==> config.mk <==
export PLATFORM = sky130hd
export DESIGN_NAME = y86_prefetch_queue
export DESIGN_NICKNAME = d
export VERILOG_FILES = /design/src/rtl/y86_fetch_pkg.sv /design/src/rtl/y86_byte_ring.sv /design/src/rtl/y86_prefetch_queue.sv
export SDC_FILE = /design/constraint.sdc
export NUM_CORES = 1
export LEC_CHECK = 0
export CAP_MARGIN = 20
export CORE_AREA = 2 2 152 154
export CTS_CLUSTER_DIAMETER = 120
export DETAILED_ROUTE_END_ITERATION = 12
export DIE_AREA = 0 0 154 156
export PLACE_DENSITY_LB_ADDON = 0.12
export SLEW_MARGIN = 15
export SYNTH_ARGS = -nofsm -noshare
export SYNTH_HDL_FRONTEND = slang
export SYNTH_HIERARCHICAL = 1
export SYNTH_SLANG_ARGS = --single-unit
export TNS_END_PERCENT = 50
==> constraint.sdc <==
create_clock -name clk -period 5.5 [get_ports clk]
set_input_delay 1.1 -clock clk [delete_from_list [all_inputs] [get_ports clk]]
set_output_delay 1.1 -clock clk [all_outputs]
set_load 0.005 [all_outputs]
==> src/rtl/y86_fetch_pkg.sv <==
// rtl/y86_fetch_pkg.sv - shared constants and types for the y86 instruction prefetch queue
package y86_fetch_pkg;

  localparam int QBYTES_DEFAULT = 8;
  localparam int WORD_BYTES     = 4;

  typedef logic [1:0] consume_len_t;

endpackage

==> src/rtl/y86_byte_ring.sv <==
// rtl/y86_byte_ring.sv - byte ring buffer with 4-byte append port and 4-byte head window
module y86_byte_ring
  import y86_fetch_pkg::*;
#(
  parameter int QBYTES = QBYTES_DEFAULT,
  localparam int PW = $clog2(QBYTES),
  localparam int CW = PW + 1
) (
  input  logic          clk,
  input  logic          rst,
  input  logic          clear,
  input  logic          wr_valid,
  input  logic [31:0]   wr_data,
  input  logic [1:0]    wr_skip,
  input  logic          rd_valid,
  input  consume_len_t  rd_len,
  output logic [CW-1:0] count,
  output logic [CW-1:0] count_next,
  output logic [31:0]   window
);

  logic [7:0]    mem [QBYTES];
  logic [PW-1:0] head;
  logic [PW-1:0] tail;
  logic [2:0]    wr_n;
  logic [3:0]    wr_mask;
  logic [31:0]   wr_shift;

  // Leading lanes of an unaligned word are skipped; the rest pack in at the tail.
  assign wr_n     = 3'd4 - {1'b0, wr_skip};
  assign wr_mask  = 4'b1111 >> wr_skip;
  assign wr_shift = wr_data >> {wr_skip, 3'b000};
  assign tail     = head + count[PW-1:0];

  always_comb begin
    count_next = count;
    if (clear) begin
      count_next = '0;
    end else begin
      if (wr_valid) count_next = count_next + CW'(wr_n);
      if (rd_valid) count_next = count_next - CW'(rd_len);
    end
  end

  always_ff @(posedge clk) begin
    if (rst) begin
      head  <= '0;
      count <= '0;
    end else begin
      count <= count_next;
      if (clear)         head <= '0;
      else if (rd_valid) head <= head + PW'(rd_len);
    end
  end

  always_ff @(posedge clk) begin
    if (wr_valid && !clear) begin
      for (int i = 0; i < 4; i++) begin
        if (wr_mask[i]) mem[tail + PW'(i)] <= wr_shift[8*i +: 8];
      end
    end
  end

  for (genvar g = 0; g < 4; g++) begin : g_win
    logic [PW-1:0] idx;
    assign idx = head + PW'(g);
    assign window[8*g +: 8] = (count > CW'(g)) ? mem[idx] : 8'h00;
  end

endmodule

==> src/rtl/y86_prefetch_queue.sv <==
// rtl/y86_prefetch_queue.sv - y86 instruction prefetch queue: word fetch FSM feeding a byte ring
module y86_prefetch_queue
  import y86_fetch_pkg::*;
#(
  parameter int QBYTES = QBYTES_DEFAULT,
  localparam int CW = $clog2(QBYTES) + 1
) (
  input  logic          clk,
  input  logic          rst,
  input  logic          redirect_valid,
  input  logic [31:0]   redirect_addr,
  input  logic          consume_valid,
  input  consume_len_t  consume_len,
  output logic [CW-1:0] avail,
  output logic [31:0]   instr_window,
  output logic [31:0]   instr_addr,
  output logic          protocol_err,
  output logic          mem_req,
  output logic [31:0]   mem_addr,
  input  logic          mem_gnt,
  input  logic          mem_rvalid,
  input  logic [31:0]   mem_rdata
);

  localparam logic [1:0] S_IDLE = 2'd0;
  localparam logic [1:0] S_REQ  = 2'd1;
  localparam logic [1:0] S_WAIT = 2'd2;

  logic [1:0]    state;
  logic [1:0]    state_n;
  logic [31:0]   fetch_addr;
  logic [31:0]   fetch_addr_n;
  logic [31:0]   req_addr;
  logic [31:0]   instr_addr_q;
  logic          discard;
  logic          discard_n;
  logic          err_q;
  logic [CW-1:0] count;
  logic [CW-1:0] count_next;
  logic          got_rsp;
  logic          append;
  logic          consume_legal;
  logic          consume_ok;
  logic          space_ok_n;

  assign got_rsp       = (state == S_WAIT) && mem_rvalid;
  assign append        = got_rsp && !discard && !redirect_valid;
  assign consume_legal = (consume_len != 2'd0) && (CW'(consume_len) <= count);
  assign consume_ok    = consume_valid && consume_legal && !redirect_valid;
  // Look at next-cycle occupancy so a fresh request can follow a response back-to-back.
  assign space_ok_n    = (CW'(QBYTES) - count_next) >= CW'(WORD_BYTES);

  always_comb begin
    fetch_addr_n = fetch_addr;
    if (redirect_valid)  fetch_addr_n = redirect_addr;
    else if (append)     fetch_addr_n = {fetch_addr[31:2], 2'b00} + 32'd4;
  end

  always_comb begin
    state_n = state;
    case (state)
      S_IDLE:  state_n = space_ok_n ? S_REQ : S_IDLE;
      S_REQ:   state_n = mem_gnt ? S_WAIT : S_REQ;
      S_WAIT:  state_n = mem_rvalid ? (space_ok_n ? S_REQ : S_IDLE) : S_WAIT;
      default: state_n = S_IDLE;
    endcase
  end

  // The in-flight request survives a redirect; only its response is thrown away.
  assign discard_n = ((state == S_REQ) || (state == S_WAIT && !mem_rvalid))
                     && (redirect_valid || discard);

  always_ff @(posedge clk) begin
    if (rst) begin
      state        <= S_IDLE;
      fetch_addr   <= '0;
      req_addr     <= '0;
      instr_addr_q <= '0;
      discard      <= 1'b0;
      err_q        <= 1'b0;
    end else begin
      state      <= state_n;
      fetch_addr <= fetch_addr_n;
      discard    <= discard_n;
      if (state_n == S_REQ && state != S_REQ) req_addr <= {fetch_addr_n[31:2], 2'b00};
      if (redirect_valid)  instr_addr_q <= redirect_addr;
      else if (consume_ok) instr_addr_q <= instr_addr_q + 32'(consume_len);
      if (consume_valid && !redirect_valid && !consume_legal) err_q <= 1'b1;
    end
  end

  y86_byte_ring #(.QBYTES(QBYTES)) u_ring (
    .clk        (clk),
    .rst        (rst),
    .clear      (redirect_valid),
    .wr_valid   (append),
    .wr_data    (mem_rdata),
    .wr_skip    (fetch_addr[1:0]),
    .rd_valid   (consume_ok),
    .rd_len     (consume_len),
    .count      (count),
    .count_next (count_next),
    .window     (instr_window)
  );

  assign avail        = count;
  assign instr_addr   = instr_addr_q;
  assign protocol_err = err_q;
  assign mem_req      = (state == S_REQ);
  assign mem_addr     = req_addr;

endmodule

Yosys cells after proc, flatten, opt, wreduce, memory -nomap -nowiden
Memories as Yosys holds them, arrays and structs flattened. A register that Yosys moved wholly into a read port is not among the register bits.
Cells that the tools add are included.
Widths: inputs -> output; s select.
{"block": "totals", "register_bits": 105, "ramBits": 64, "in_bits": 72, "output_inout_bits": 102, "elab_cells": 89, "mem_count": 1}
{"block": "op_classes", "add_sub_neg": 14, "n_lt_le_gt_ge": 6, "n_eq_ne": 4, "shifts": 2, "muxes": 30, "n_reduce_logical": 23}
{"name": "u_ring.mem", "words": 8, "width": 8, "rd": 4, "rd_clocked_by_memory_dff": 1, "write_ports": 4, "line": "y86_byte_ring.sv:22", "rtl": "logic [7:0] mem [QBYTES];"}
{"op": "$mux 32", "count": 4}
{"op": "$add 32x2->32", "count": 1}
{"op": "$add 32x3->32 const B", "count": 1}
{"op": "$mux 8", "count": 4}
{"op": "$shr 32x5->32", "count": 1}
{"op": "$mux 4", "count": 4}
{"op": "$mux 1", "count": 13}
{"op": "$add 3x2->3 const B", "count": 4}
{"op": "$logic_and 1x1->1", "count": 12}
{"op": "$gt 4x1->1 const B", "count": 2}
{"op": "$gt 4x2->1 const B", "count": 2}
{"op": "$add 3x1->3 const B", "count": 2}
{"op": "$mux 3", "count": 2}
{"op": "$pmux 2 s3", "count": 1}
{"op": "$reduce_bool 2->1", "count": 3}
{"op": "$add 4x3->4", "count": 1}
{"op": "$eq 2x1->1 const B", "count": 2}
{"op": "$ge 4x3->1 const B", "count": 1}
{"op": "$le 2x4->1", "count": 1}
{"op": "$logic_not 1->1", "count": 4}
{"op": "$mux 2", "count": 2}
{"op": "$shr 4x2->4 const A", "count": 1}
{"op": "$sub 4x2->4", "count": 1}
{"op": "$sub 4x4->4 const A", "count": 1}
{"op": "other kinds (8)", "count": 9}

Longest topological paths before layout
Gate-level depths: netlist of run 1.
{"block": "logic_depth", "depth_word": 16, "mapped_depth": 19, "ltp_nobuf": 15}

By module
The synthesis of run 1 kept the hierarchy.
{"mod": "y86_byte_ring", "instances": 1, "cells_each": 693, "area_each_um2": 7245.7, "seq_area_each_um2": 2122.0}
{"mod": "y86_prefetch_queue", "instances": 1, "cells_each": 599, "area_each_um2": 5066.1, "seq_area_each_um2": 1961.9}

Least setup slack after synthesis of run 1
OpenSTA, ideal clock, no wires.
{"block": "synth_path", "kind": "in2reg", "startpoint": "in redirect_valid", "endpoint": "reg req_addr[22], in the netlist mem_addr[22]", "arrival_ns": 4.614, "t_required_ns": 5.405, "slack_ns": 0.791, "path_stages": 17, "path_buffers": 6, "cell_sequence": "clkbuf_1 > clkbuf_1 > buf_1 > nor2_1 > clkbuf_1 > mux2i_1 > ha_1 > inv_1 > fa_1 > nand2b_1 > xnor2_1 > nor2_1 > or4b_2 > o2111a_1 > buf_2 > buf_2 > a221oi_1"}
{"block": "synth_via", "elab_chain_cells": 14, "elab_cells_between_ends": 17}
{"element": "from (decl)", "line": "y86_prefetch_queue.sv:10", "rtl": "input logic redirect_valid,"}
{"element": "$logic_not 1->1 (*)", "line": "y86_prefetch_queue.sv:47", "rtl": "assign append = got_rsp && !discard && !redirect_valid;"}
{"element": "$logic_and 1x1->1 (*)", "line": "y86_prefetch_queue.sv:47"}
{"element": "net append", "line": "y86_prefetch_queue.sv:41", "rtl": "logic append;"}
{"element": "$mux 4 (*)", "line": "y86_byte_ring.sv:40", "rtl": "if (wr_valid) count_next = count_next + CW'(wr_n);"}
{"element": "$mux 4 (*)", "line": "y86_byte_ring.sv:37", "rtl": "if (clear) begin"}
{"element": "$sub 4x2->4", "line": "y86_byte_ring.sv:41", "rtl": "if (rd_valid) count_next = count_next - CW'(rd_len);"}
{"element": "$mux 4 (*)", "line": "y86_byte_ring.sv:41"}
{"element": "$mux 4 (*)", "line": "y86_byte_ring.sv:37"}
{"element": "net count_next[2]", "line": "y86_prefetch_queue.sv:39", "rtl": "logic [CW-1:0] count_next;"}
{"element": "$sub 4x4->4 (*)", "line": "y86_prefetch_queue.sv:51", "rtl": "assign space_ok_n = (CW'(QBYTES) - count_next) >= CW'(WORD_BYTES);"}
{"element": "$ge 4x3->1 (*)", "line": "y86_prefetch_queue.sv:51"}
{"element": "$mux 1 (*)", "line": "y86_prefetch_queue.sv:62, y86_prefetch_queue.sv:64"}
{"element": "$mux 2", "line": "y86_prefetch_queue.sv:64", "rtl": "S_WAIT: state_n = mem_rvalid ? (space_ok_n ? S_REQ : S_IDLE) : S_WAIT;"}
{"element": "$pmux 2 s3 (*)", "line": "y86_prefetch_queue.sv:61", "rtl": "case (state)"}
{"element": "$eq 2x1->1 (*)", "line": "y86_prefetch_queue.sv:85", "rtl": "if (state_n == S_REQ && state != S_REQ) req_addr <= {fetch_addr_n[31:2], 2'b00};"}
{"element": "$logic_and 1x1->1 (*)", "line": "y86_prefetch_queue.sv:85"}
{"element": "to (signal assigned)", "line": "y86_prefetch_queue.sv:85"}
{"element": "to (decl)", "line": "y86_prefetch_queue.sv:33", "rtl": "logic [31:0] req_addr;"}
The timed path passes the listed nets; every way through them passes the cells marked *. The select of a mux whose other input is x is not followed.
A chain may end at the register's enable or synchronous reset.

Worst setup path in the final report of run 1
{"block": "layout_path", "startpoint": "in mem_rvalid", "endpoint": "reg req_addr[25], in the netlist mem_addr[25]"}
{"block": "layout_via", "elab_chain_cells": 15, "elab_cells_between_ends": 17}
{"element": "from (decl)", "line": "y86_prefetch_queue.sv:21", "rtl": "input logic mem_rvalid,"}
{"element": "$logic_and 1x1->1 (*)", "line": "y86_prefetch_queue.sv:46", "rtl": "assign got_rsp = (state == S_WAIT) && mem_rvalid;"}
{"element": "$logic_and 1x1->1 (*) (2 in series)", "line": "y86_prefetch_queue.sv:47"}
{"element": "net append", "line": "y86_prefetch_queue.sv:41"}
{"element": "$mux 4 (*)", "line": "y86_byte_ring.sv:40"}
{"element": "$mux 4 (*)", "line": "y86_byte_ring.sv:37"}
{"element": "$sub 4x2->4", "line": "y86_byte_ring.sv:41"}
{"element": "$mux 4 (*)", "line": "y86_byte_ring.sv:41"}
{"element": "$mux 4 (*)", "line": "y86_byte_ring.sv:37"}
{"element": "net count_next[2]", "line": "y86_prefetch_queue.sv:39"}
{"element": "$sub 4x4->4 (*)", "line": "y86_prefetch_queue.sv:51"}
{"element": "$ge 4x3->1 (*)", "line": "y86_prefetch_queue.sv:51"}
{"element": "$mux 1 (*)", "line": "y86_prefetch_queue.sv:62, y86_prefetch_queue.sv:64"}
{"element": "$mux 2", "line": "y86_prefetch_queue.sv:64"}
{"element": "$pmux 2 s3 (*)", "line": "y86_prefetch_queue.sv:61"}
{"element": "$eq 2x1->1 (*)", "line": "y86_prefetch_queue.sv:85"}
{"element": "$logic_and 1x1->1 (*)", "line": "y86_prefetch_queue.sv:85"}
Marked as above.

==> flow_summary_export.csv, run 1 <==
group,metric,value,unit
sta,relSlewSlack,0.301,
sta,worst_pin_slew,1050,ps
grt,overflow,0,
setup_path,startpoint,"mem_rvalid",
die,row_count,55,
grt,grt_pass1_wl,59600,um
synth,ys_seq_area_frac,0.332,
flow_run,maxCapViolations,0,
setup_path,crit_fanout,17,
synth,synth_flop_cell,"dfxtp_1",
synth,synth.cell_area,12300,sq um
place,gp_congestion,0.912,
routing,routedWlPerCell,22.1,um
place,detailedPlace.worstSlack,505,ps
die,ios,174,
setup_path,path_common_cell,"nor2_1",
power_and_ir_drop,power_leakage,5.10,nW
setup_path,critPathKind,"in -> reg",
cells_and_area,antenna_cells,0,
power_and_ir_drop,powerDensity,222,nW/um^2
routing,num_vias,11400,
grt,grt_max_degree,78,
cells_and_area,multiInputGateArea,7730,sq um
cells_and_area,area_delta_synth_final,20.2,%
die,die_height,156,um
setup_path,crit_family,"simple AND/OR/NAND/NOR gates",
routing,ant_nets,0,
sta,fin_crit,4620,ps
setup_path,cp-start-kind,"primary input",
cts,clkSlewWorstSetupHoldPaths,70,ps
die,die_x,154,um
place,dp_cells,1686,
routing,viasPerCell,6.62,
cells_and_area,stdcell_count,1720,
setup_path,endpoint_kind,"flop",
synth,syn_area_per_cell,9.53,sq um
setup_path,cp_slowest_stage_delay,670,ps
sta,drv_slew,0,
setup_path,critPathRequiredTime,5880,ps
sta,setup_viol_count_final,0,
die,start_util,0.550,
cts,cts.hold.buffers_added,0,
routing,drt_iter0_markers,1262,
cells_and_area,n_fill_cell,1811,
synth,synth.top_cell.area_share,0.176,
sta,setup_slack,878,ps
cts,cts_setup_buffers,0,
cells_and_area,register_area,4090,sq um
place,hpwlAfterDp,27900,um
synth,syn_inst,1292,
synth,ys_warn_count,6,
synth,synth_edf_count,64,
grt,antenna_found_initial,1,
sta,fin_hold_ws,469,ps
synth,synth-async-reset-ratio,0,
cts,clk_latency,430,ps
sta,fin_crit_sh,0.840,
cts,cts_resized,0,
sta,hold_viol_final,0,
routing,firstDrtPassIters,5,
routing,drc,0,
setup_path,r2r-start,"u_ring/count[0]",
setup_path,path_cells,"clkdlybuf4s50_1 -> nand4bb_1 -> nor2_1 -> mux2i_1 -> ha_1 -> inv_1 -> fa_1 -> nand2b_1 -> xnor2_1 -> nor2_1 -> or4b_2 -> o2111ai_2 -> buf_4 -> nand2_1 -> o31ai_1 -> a32o_1",
synth,synth_area_leader_cell,"dfxtp_1",
sta,rsz0062_at_grt,"no",
min_path,hp-class,"reg -> reg",
synth,synth_common_cells,"nor2_1 (179), mux2i_1 (125), dfxtp_1 (108)",
setup_path,critPathBufInv,3,
cells_and_area,utilization,0.662,
cts,cts_tree,"done",
synth,synthTopCellsByArea,"dfxtp_1 (18%), edfxtp_1 (16%), mux4_2 (10%), mux2i_1 (10%), nor2_1 (5.5%)",
sta,fin_skew,8.34,ps
cts,root_buffer,"clkbuf_16",
grt,grt_pass1_vias,10400,
synth,ys_types,83,
cts,cts.sinks,172,
die,core-area,22400,sq um
setup_path,cpMaxStageDelayCell,"or4b_2",
routing,routed_wl,38000,um
setup_path,reg2reg_slack,1110,ps
power_and_ir_drop,vdd_drop_max,0.000189,V
setup_path,worst_ep_arrival_time,5000,ps
die,die-area,24000,sq um
synth,synth-seq-cells,172,
cells_and_area,drive_gt1_frac,0.116,
sta,fmax,0.216,GHz
cts,ctsLongestPathBuffers,2,
synth,synth_most_common_cell,"nor2_1",
cts,cts_max_level,4,
cts,cts_buffers,17,
min_path,min_from,"mem_addr[4]",
place,port-buffer-count,171,
grt,grtUsageTotal,0.316,
outcome,status,"finished clean",
sta,final.setup.tns,0,ps
cells_and_area,finalNetCount,1518,
==> per-layer routing <==
metal	track usage	part of all wire
met1	0.488	0.45
met2	0.445	0.42
met3	0.0747	0.11
met4	0.0788	0.018
met5	0	0
==> power breakdown <==
part           leakage, nW  switching (mW)  internal [mW]  total, mW
sequential            1.47          0.0642           1.39       1.45
clock                0.276           0.567          0.605       1.17
combinational         3.35           0.347          0.309      0.656
==> sequential cells by signal, indices dropped and copies added, names as in the netlist, named ones only <==
signal	count
instr_addr	32
fetch_addr	32
u_ring/head	3
protocol_err	1
mem_addr	30
u_ring/count	4
state	2
u_ring/mem	64
discard	1
==> placed cells by master, fill, tap and decap left out, types with 16 or more instances in the layout <==
master / count
clkbuf_16: 17
clkdlybuf4s50_1: 170
nor2b_1: 20
inv_1: 32
nor2_1: 179
o31a_1: 18
mux4_2: 57
mux2i_1: 125
edfxtp_1: 64
a21oi_1: 46
a211oi_1: 17
nand2_1: 75
o21ai_0: 38
or3_1: 16
o21a_1: 22
a221oi_1: 66
xnor2_1: 17
nand3_1: 42
nand4_1: 20
dfxtp_1: 106
nor3_1: 28
ha_1: 18
buf_4: 24
==> worst register-to-register path: stages, from the launching register on <==
cell and delay, ps:
dfxtp_1 550, ha_1 220, inv_1 50, fa_1 760, inv_1 270, ha_1 610, nand4_1 240, nor2_2 410
nor2_1 250, a221oi_1 720
==> path summary, 6_finish.rpt <==
path	end	depth (start not counted)
min reg2reg	mem_addr[4]	2
max reg2reg	u_ring/mem[1][1]	9
max	mem_addr[25]	16
min	mem_addr[4]	2
==> cells by family after synthesis <==
group	share of synthesized area
DFF	0.332
and+or+nand+nor	0.198
muxes	0.213
buffers and inverters	0.0416
AOI/OAI and AO/OA	0.160
adders and majority gates	0.0264
other	0.000305
xor gates and xnor gates	0.0290
==> final cells by class <==
cell class / count / share of cell area
clock buffer: 17 / 0.0287
clock inverter: 14 / 0.0103
inverter: 34 / 0.00862
multi-input combinational: 1000 / 0.522
sequential: 172 / 0.276
tap: 285 / 0.0241
timing repair buffer: 198 / 0.130
==> metrics by stage <==
| stage | total power, mW | instance area, sq um |
|---|---|---|
| after global routing | 3.41 | 14800 |
| after floorplan | 1.83 | 12300 |
| final | 3.28 | 14800 |
| after CTS | 3.28 | 14800 |
| after global placement | 2.11 | 14200 |
| after detailed placement | 2.12 | 14200 |
Power figures use the tool's default switching activity.
==> inputs of run 2 (changes only) <==
Clock period 5.5 ns to 4.8 ns, I/O delays scaled along.
==> run 2 against run 1 <==
Effect of this change:
- register-to-register slack worse by 530 ps
- worst setup slack worse by 600 ps
- sequential share of layout area is 0.25 points lower
- die area stayed put
- clock skew is 8.8 ps higher
- power is 16% higher
- combinational power is 16% higher
- critical endpoint is now mem_addr[16]
- highest routed layer unchanged
==> flow_summary_export.csv, run 2 (synthesis results as in run 1) <==
group,metric,value,unit
power_and_ir_drop,p_clk_frac,0.363,
routing,firstDrtPassIters,5,
setup_path,crit_family,"simple AND/OR/NAND/NOR gates",
cts,ctsLongestPathBuffers,2,
min_path,hp-class,"reg -> reg",
grt,overflow,0,
routing,viasPerCell,6.58,
cts,cts_buffers,17,
setup_path,cp_slowest_stage_delay,630,ps
sta,hold_viol_final,0,
setup_path,endpoint_kind,"flop",
cells_and_area,mostFrequentLayoutCells,"nor2_1 (179), clkdlybuf4s50_1 (170), mux2i_1 (125)",
cts,cts.sinks,172,
setup_path,cpMaxStageDelayCell,"or4b_2",
min_path,holdPathStages,2,
setup_path,startpoint,"mem_rvalid",
setup_path,r2r-start,"fetch_addr[1]",
sta,worst_pin_slew,1040,ps
place,port-buffer-count,171,
routing,num_vias,11400,
setup_path,rr_endpoint,"mem_addr[16]",
cts,root_buffer,"clkbuf_16",
die,die_height,156,um
cells_and_area,drive_gt1_frac,0.125,
power_and_ir_drop,p_switching,1.15,mW
cts,clkSlewWorstSetupHoldPaths,70,ps
place,placedInstanceArea,14300,sq um
cts,cts_resized,0,
die,die-area,24000,sq um
cells_and_area,area_delta_synth_final,21.3,%
setup_path,r2r_cells,14,
sta,setup_slack,276,ps
routing,routedWlPerCell,21.8,um
grt,grt_pass1_wl,59200,um
sta,fin_hold_ws,464,ps
flow_run,maxCapViolations,0,
sta,fin_skew,17.1,ps
place,detailedPlace.worstSlack,-73.9,ps
cells_and_area,n_fill_cell,1742,
die,start_util,0.550,
sta,relSlewSlack,0.305,
min_path,hold-path-endpoint,"mem_addr[4]",
setup_path,reg2reg_slack,580,ps
cts,clk_latency,440,ps
outcome,status,"finished clean",
routing,routed_wl,37900,um
power_and_ir_drop,combinationalPowerShare,0.199,
setup_path,cp-start-kind,"primary input",
sta,rsz0062_at_grt,"no",
power_and_ir_drop,powerDensity,255,nW/um^2
power_and_ir_drop,switching_share,0.302,
die,die_x,154,um
sta,setup_viol_count_final,0,
die,row_count,55,
sta,fin_crit_sh,0.942,
cts,cts_tree,"done",
cts,cts.hold.buffers_added,0,
power_and_ir_drop,power_leakage,5.19,nW
setup_path,crit_fanout,17,
cells_and_area,final_common_cell,"nor2_1",
cells_and_area,largest_reg_flops,64,
grt,grtUsageTotal,0.313,
power_and_ir_drop,design_power_total,3.81,mW
grt,antenna_found_initial,2,
power_and_ir_drop,seq_power_share,0.438,
die,core-area,22400,sq um
routing,drc,0,
place,gp_congestion,0.954,
setup_path,worst_ep_arrival_time,4830,ps
setup_path,path_cells,"clkdlybuf4s50_1 -> nand4bb_1 -> nor2_1 -> buf_4 -> mux2i_1 -> ha_1 -> nand2_1 -> nand4b_1 -> xnor3_1 -> nor2_1 -> or4b_2 -> o2111a_1 -> nand2_1 -> o21ai_0",
min_path,min_from,"mem_addr[4]",
power_and_ir_drop,p_int,2.66,mW
routing,ant_nets,0,
setup_path,critPathBufInv,2,
cells_and_area,largest_register,"u_ring/mem",
setup_path,critPathRequiredTime,5110,ps
grt,grt_pass1_vias,10500,
cts,cts_max_level,4,
grt,grt_max_degree,78,
cells_and_area,finalNetCount,1534,
cells_and_area,postLayoutCellArea,14900,sq um
sta,fmax,0.221,GHz
setup_path,critPathKind,"in -> reg",
die,ios,174,
cts,cts_setup_buffers,0,
sta,fin_crit,4520,ps
place,hpwlAfterDp,28000,um
routing,drt_iter0_markers,1465,
sta,drv_slew,0,
power_and_ir_drop,vdd_drop_max,0.000219,V
[run 2: per-layer routing]
| layer | up-vias | share of wire | global-route usage |
|---|---|---|---|
| li1 | 5245 | - | - |
| met1 | 5430 | 0.46 | 0.489 |
| met2 | 712 | 0.42 | 0.455 |
| met3 | 50 | 0.11 | 0.0500 |
| met4 | 0 | 0.014 | 0.0699 |
| met5 | - | 0 | 0 |
[run 2: metrics by stage]
step / setup TNS, ps / utilization / instances
finish: 0 / 0.668 / 1739
global route: 0 / 0.668 / 1738
CTS: 0 / 0.667 / 1736
detailed placement: -412 / 0.640 / 1704
global placement: 0 / 0.640 / 1703
floorplan: 0 / - / 1293
[run 2: worst reg2reg max path: stages, from the launching register on]
cell      delay (ps)
dfxtp_1          350
inv_1            100
ha_1             340
inv_1             80
fa_1             450
mux2i_1          330
ha_1             310
nand2_1           60
nand4b_1         120
xnor3_1          230
nor2_1           130
or4b_2           630
o2111a_1         460
nand2_1          370
o21ai_0          150
[run 2: power groups by stage]
stage | Clock, mW | Combinational, mW | Sequential (mW)
3_3_place_gp | 0 | 0.720 | 1.70
5_1_grt | 1.45 | 0.819 | 1.68
6_report | 1.38 | 0.760 | 1.67
4_1_cts | 1.39 | 0.742 | 1.67
3_5_place_dp | 0 | 0.736 | 1.70
2_1_floorplan | 0 | 0.417 | 1.68
[run 2: how the worst max path moves through the flow]
stage,to,slack (ps),depth (start not counted)
3_3_place_gp,mem_addr[15],60,12
4_1_cts,mem_addr[24],340,14
5_1_grt,mem_addr[16],10,14
3_5_place_dp,mem_addr[27],-70,14
6_report,mem_addr[16],280,14
2_1_floorplan,mem_addr[22],230,17
[run 2: final cells by class]
class,count,area [sq um],area share
antenna,2,5.00,0.000335
clock buffer,18,429,0.0287
clock inverter,14,165,0.0111
inverter,34,128,0.00854
multi-input combinational,1000,7730,0.518
sequential,172,4090,0.274
tap,285,357,0.0239
timing repair buffer,214,2030,0.136
